[config.mk]
export PLATFORM = sky130hd
export DESIGN_NAME = input_debouncer
export DESIGN_NICKNAME = d
export VERILOG_FILES = /design/src/rtl/input_debouncer.sv
export SDC_FILE = /design/constraint.sdc
export NUM_CORES = 1
export LEC_CHECK = 0
export CORE_ASPECT_RATIO = 1.1
export CORE_MARGIN = 4
export CORE_UTILIZATION = 50
export DETAILED_ROUTE_END_ITERATION = 10
export PLACE_DENSITY = 0.85
export SLEW_MARGIN = 30
export SYNTH_ARGS = -nofsm -noshare
export SYNTH_HDL_FRONTEND = slang
export SYNTH_SLANG_ARGS = --single-unit
[constraint.sdc]
create_clock -name clk -period 2.5 [get_ports clk]
set_input_delay 0.625 -clock clk [delete_from_list [all_inputs] [get_ports clk]]
set_output_delay 0.625 -clock clk [all_outputs]
set_load 0.01 [all_outputs]
[src/rtl/input_debouncer.sv]
// input_debouncer: two-flop synchroniser and per-bit bounce filter. Each bit
// publishes a clean level and one-cycle rise/fall pulses.
// Optional feature: define DEBOUNCE_AUTOREPEAT_EN to re-pulse rise on bits
// held high (first after REPEAT_DELAY ticks, then every REPEAT_PERIOD ticks).

module input_debouncer_lane #(
  parameter int   DEBOUNCE_CYCLES = 4,
  parameter logic INIT_LEVEL      = 1'b0,
  parameter int   REPEAT_DELAY    = 8,
  parameter int   REPEAT_PERIOD   = 4
) (
  input  logic clk,
  input  logic resetn,
  input  logic tick,
  input  logic raw,
  output logic level,
  output logic rise,
  output logic fall
);
  localparam int CW = $clog2(DEBOUNCE_CYCLES + 1);

  typedef enum logic {STABLE, PENDING} fstate_e;

  logic          sync1, sync2;
  logic [CW-1:0] cnt, cnt_n;
  logic          level_n, acc_rise, acc_fall, rep_pulse;
  fstate_e       st;

  // two-flop synchroniser; only sync2 feeds the filter
  always_ff @(posedge clk) begin
    if (!resetn) begin
      sync1 <= INIT_LEVEL;
      sync2 <= INIT_LEVEL;
    end else begin
      sync1 <= raw;
      sync2 <= sync1;
    end
  end

  // filter state is implied by whether the synced pin disagrees with level
  assign st = (sync2 == level) ? STABLE : PENDING;

  // count ticks while pending; accept on the tick that completes the window
  always_comb begin
    cnt_n    = cnt;
    level_n  = level;
    acc_rise = 1'b0;
    acc_fall = 1'b0;
    if (st == STABLE) begin
      cnt_n = '0;
    end else if (tick) begin
      if (cnt == CW'(DEBOUNCE_CYCLES - 1)) begin
        cnt_n    = '0;
        level_n  = sync2;
        acc_rise = sync2;
        acc_fall = ~sync2;
      end else begin
        cnt_n = cnt + CW'(1);
      end
    end
  end

`ifdef DEBOUNCE_AUTOREPEAT_EN
  localparam int RMAX = (REPEAT_DELAY > REPEAT_PERIOD) ? REPEAT_DELAY : REPEAT_PERIOD;
  localparam int RW   = $clog2(RMAX + 1);

  logic [RW-1:0] rcnt, rcnt_n, rlim;
  logic          rep, rep_n;

  // rep flags that the initial delay has elapsed and we are in the periodic phase
  assign rlim = rep ? RW'(REPEAT_PERIOD - 1) : RW'(REPEAT_DELAY - 1);

  // repeat timer runs only on a steady high level; any transition restarts it
  always_comb begin
    rcnt_n    = rcnt;
    rep_n     = rep;
    rep_pulse = 1'b0;
    if (!level || (level_n != level)) begin
      rcnt_n = '0;
      rep_n  = 1'b0;
    end else if (tick) begin
      if (rcnt == rlim) begin
        rcnt_n    = '0;
        rep_n     = 1'b1;
        rep_pulse = 1'b1;
      end else begin
        rcnt_n = rcnt + RW'(1);
      end
    end
  end

  // repeat timer registers
  always_ff @(posedge clk) begin
    if (!resetn) begin
      rcnt <= '0;
      rep  <= 1'b0;
    end else begin
      rcnt <= rcnt_n;
      rep  <= rep_n;
    end
  end
`else
  assign rep_pulse = 1'b0;
`endif

  // filter state and registered pulses
  always_ff @(posedge clk) begin
    if (!resetn) begin
      cnt   <= '0;
      level <= INIT_LEVEL;
      rise  <= 1'b0;
      fall  <= 1'b0;
    end else begin
      cnt   <= cnt_n;
      level <= level_n;
      rise  <= acc_rise | rep_pulse;
      fall  <= acc_fall;
    end
  end
endmodule

module input_debouncer #(
  parameter int   N_IN            = 8,
  parameter int   DEBOUNCE_CYCLES = 4,
  parameter int   TICK_DIV        = 1,
  parameter logic INIT_LEVEL      = 1'b0,
  parameter int   REPEAT_DELAY    = 8,
  parameter int   REPEAT_PERIOD   = 4
) (
  input  logic            clk,
  input  logic            resetn,
  input  logic [N_IN-1:0] raw_i,
  output logic [N_IN-1:0] level_o,
  output logic [N_IN-1:0] rise_o,
  output logic [N_IN-1:0] fall_o,
  output logic            tick_o
);
  localparam int PW = (TICK_DIV > 1) ? $clog2(TICK_DIV) : 1;

  logic [PW-1:0] pre_cnt;
  logic          tick;

  // filters see the combinational tick; tick_o is its registered copy
  assign tick = (pre_cnt == PW'(TICK_DIV - 1));

  // prescaler wraps on the tick cycle
  always_ff @(posedge clk) begin
    if (!resetn) begin
      pre_cnt <= '0;
      tick_o  <= 1'b0;
    end else begin
      pre_cnt <= tick ? '0 : pre_cnt + PW'(1);
      tick_o  <= tick;
    end
  end

  input_debouncer_lane #(
    .DEBOUNCE_CYCLES (DEBOUNCE_CYCLES),
    .INIT_LEVEL      (INIT_LEVEL),
    .REPEAT_DELAY    (REPEAT_DELAY),
    .REPEAT_PERIOD   (REPEAT_PERIOD)
  ) u_lane [N_IN-1:0] (
    .clk    (clk),
    .resetn (resetn),
    .tick   (tick),
    .raw    (raw_i),
    .level  (level_o),
    .rise   (rise_o),
    .fall   (fall_o)
  );
endmodule

==> metrics list <==
- Fraction of the cycle the final worst path needs: between 80% and 90%
- PD cells: 648.7 mW/mm²
- Worst Hold Class: register to register
- Switching power share of the total: 21.97%
- The initial antenna violation count came to 0.
* Flop pwr share: a little over half
- Reg-to-reg slack, setup: between 1 and 1.5 ns
- The number of cells on the worst reg-to-reg path is 3.
- Seq cells post-synth: 66
* Skew-Pair Late Insertion Delay: roughly 0.33 ns
- Shortest period the worst path allows: 2.007 ns
- Setup total negative slack on the finished layout was measured at 0 ns.
* Final non-filler cell total: around 370
- Counting flops with an async set or reset pin after synthesis yields a share of 0%.
- The detail route stage leaves a number of antenna-violating nets equal to 0.
* Category of the critical setup timing path: register to output port
- Placed cells: between 300 and 400
- Largest net degree at the start of global routing: between 40 and 50
* Internal power consumption: approximately 1600 µW
* RD Place Congestion: 0.7269
- Final hold violation count: 0
- Across the VDD grid, the largest voltage drop is 393.6 µV.
- The repair_antennas step left the layout with diodes totalling 0.
* Unrepaired setup endpoints after global routing: false
- The first routing iteration left between 60 and 70 violations.
* Proportion of synthesized chip area in sequential cells: between 40% and 50%
- CP cell instances: clkdlybuf4s50_1
- Most common flop cell mapped by yosys: sky130_fd_sc_hd__dfxtp_1
- The floorplan step set the die height to 84.93 µm.
- H-tree depth: 3
- Effective utilization at floorplan: between 50 and 60%
- In this run, CTS created clock tree buffers numbering 9.
* Worst slack on hold paths: roughly 0.43 ns
- The tree built by TritonCTS fans out to 66 sinks.
- Most common cell in the synthesized netlist: sky130_fd_sc_hd__dfxtp_1
- TritonCTS clock tree: yes
- Counting along the longest clock path gives a buffer depth of 2.
- Total power for the finished layout comes to ~2000 µW.
* Number of nets produced by synthesis: 295
- After floorplanning, the core was divided into 27 placement rows.
* Mapped Avg Cell Area: between 9 and 10 µm²
* Average routed wire per standard cell: roughly 12 µm
* FMAX: about 0.5 GHz
* Via count of the first global-routing pass: between 1500 and 2000
* Combined area of all synthesized cells: roughly 0.0027 mm²
- Data arrives at the worst endpoint at around 1.4 ns.
- Of the cells placed in the final design, the portion with a size suffix greater than 1 is roughly 9.2%.
- In this run, post-CTS hold repair placed 0 buffers.
- Most frequent cells after synthesis: sky130_fd_sc_hd__dfxtp_1 (66), sky130_fd_sc_hd__nand2_1 (35), sky130_fd_sc_hd__buf_4 (24)
- After legalization and detailed placement, the total HPWL measured between 2000 and 3000 µm.
- Run status: finished, final reports clean
* Final setup skew: 0.005706 ns
* Share of Yosys cell area claimed by the top area cell type: between 40% and 50%
* Vias after detailed routing: 1779
* Port Buffer Count: 34
- After clock tree synthesis, the clock-pin slew on the worst setup and hold paths is around 0.060 ns.
- Syn. warnings: 0
* Post-CTS Setup Repair Bufs: 0
* Family with the most delay on the worst path: buffers and inverters
* Startpoint of the lowest-slack hold path: u_lane[2].sync1$_SDFF_PN0_
- LEAKAGE: ~0.0011 µW
- Share of total power in combinational logic: under 10%
* Delay of the slowest critical-path stage: between 0.5 and 0.6 ns
- The path with the worst hold slack has its endpoint at u_lane[2].sync2$_SDFF_PN0_.
* Required time of the critical path: roughly 1.9 ns
* Worst setup EP type: output port
- After detailed routing, the number of vias per cell comes to 4.861.
- The number of max-slew violations in the final report is 0.
- Leading area contributor after synthesis: sky130_fd_sc_hd__dfxtp_1
* Maximum fanout encountered on the critical timing path: 5
- Among all stages on the critical path, the largest delay is contributed by sky130_fd_sc_hd__clkdlybuf4s50_1.
- Total global routing overflow: 0
- Ports: 35
* Distinct cells, synth: 27
* Global-route wire length before repair: about 7100 µm
* Combined global-route utilization of all metal layers: a little over an eighth
* Crit path launch type: register
- WHS Path Cells: 1
- In this run, synthesis inferred 0 flip-flops with an integrated enable.
* Count of maximum capacitance violations: 0
- Overall routed net length: around 4300 µm
* Top area cells in the synthesized netlist: sky130_fd_sc_hd__dfxtp_1 (49%), sky130_fd_sc_hd__buf_4 (6.7%), sky130_fd_sc_hd__nand2_1 (4.9%)
- Synthesis produced a netlist whose cell count is 277.
* Number of nets in the layout: roughly 310
- In the routed design, unresolved DRC markers number 0.
- Post-cts repair resize count: 0
* Fraction of power consumed by the clock network: between 40% and 50%
* CTS root buf: sky130_fd_sc_hd__clkbuf_8
* Final setup violation count: 0
- The floorplan step defined a die boundary enclosing approximately 0.0066 mm².
- Summed over all nets, the switching power comes to about 440 µW.
- Launch point of the worst reg-to-reg path: pre_cnt$_SDFF_PN0_
- Reg-to-Reg End: u_lane[5].cnt[1]$_SDFFE_PP0N_
- From left edge to right edge, the die measures roughly 80 µm.
- Count of buffer and inverter cells on the critical path: 1
- In this run the standard cell core region covers between 0.005 and 0.006 mm².
- The first TritonRoute pass finished after 4 iterations.
* Signed area change from the synthesized netlist to the final layout: 14.60%
==> final cells by class <==
type	count	area (µm²)
clock inverter	5	55.05
inverter	17	63.81
sequential	66	1321
fill	395	2018
timing repair buffer	37	362.8
multi-input combinational	158	1059
tap	72	90.09
clock buffer	11	131.4
==> registers in the layout, summed over array words and instances, names as in the netlist <==
signal / cells
pre_cnt: 1
tick_o: 1
u_lane.cnt: 24
u_lane.fall: 8
u_lane.level: 8
u_lane.rise: 8
u_lane.sync1: 8
u_lane.sync2: 8
==> worst max path at each step <==
stage | slack (ns) | end | cells past startpoint | start
after global placement | 0.71 | u_lane[6].fall$_SDFF_PP0_ | 3 | resetn
after floorplan | 1.30 | u_lane[0].fall$_SDFF_PP0_ | 4 | resetn
final | 0.49 | level_o[5] | 1 | u_lane[5].level$_SDFFE_PN0P_
after CTS | 0.47 | level_o[5] | 1 | u_lane[5].level$_SDFFE_PN0P_
after detailed placement | 0.65 | u_lane[2].level$_SDFFE_PN0P_ | 4 | resetn
after global routing | 0.44 | level_o[5] | 1 | u_lane[5].level$_SDFFE_PN0P_
==> cells in the final DEF (no fill, tap or decap), types with 4 or more instances in the layout <==
master / n
sky130_fd_sc_hd__a21oi_1: 11
sky130_fd_sc_hd__nor4b_1: 7
sky130_fd_sc_hd__nand2b_1: 8
sky130_fd_sc_hd__clkdlybuf4s50_1: 34
sky130_fd_sc_hd__nand2_1: 35
sky130_fd_sc_hd__clkbuf_8: 9
sky130_fd_sc_hd__inv_1: 17
sky130_fd_sc_hd__o31ai_1: 7
sky130_fd_sc_hd__nor4_2: 4
sky130_fd_sc_hd__o211ai_1: 7
sky130_fd_sc_hd__xor2_1: 8
sky130_fd_sc_hd__ha_1: 8
sky130_fd_sc_hd__nor2_1: 21
sky130_fd_sc_hd__nor4_4: 4
sky130_fd_sc_hd__mux2i_1: 5
sky130_fd_sc_hd__dfxtp_1: 66
sky130_fd_sc_hd__o21ai_0: 9
sky130_fd_sc_hd__and2_1: 16
==> power groups by stage <==
stage          registers [µW]  logic, µW  clock network (µW)
2_1_floorplan            1100       59.2                   0
4_1_cts                  1080       80.5                 859
5_1_grt                  1080       88.4                 898
3_5_place_dp             1100       80.0                   0
3_3_place_gp             1100       76.6                   0
6_report                 1080       79.5                 841
==> per-stage QoR <==
stage / worst slack (ns) / instance area [µm²] / utilization (%)
floorplan: 1.299 / 2690 / -
global placement: 0.7085 / 2897 / 56.78
detailed placement: 0.6460 / 2897 / 56.78
CTS: 0.4739 / 3083 / 60.44
global route: 0.4379 / 3083 / 60.44
finish: 0.4933 / 3083 / 60.44
==> cells by family (layout without fill, tap and decap cells) <==
kind of cell    after synthesis  count (layout)  share of synthesized area [%]
xor+xnor                      8               8                          2.605
compound gates               34              34                          7.628
buf+inv                      53              70                          11.53
fa+ha+maj                     8               8                          3.721
other cells                   1               1                         0.1394
simple gates                102             102                          23.40
flops                        66              66                          49.12
mux                           5               5                          1.861
==> metal layers <==
metal	GRT usage (%)	routed length (µm)
met3	3.185	175
met2	23.83	2042
met4	8.585	105
met1	14.67	1955
met5	0	0
(Power assumes the default switching activity.)
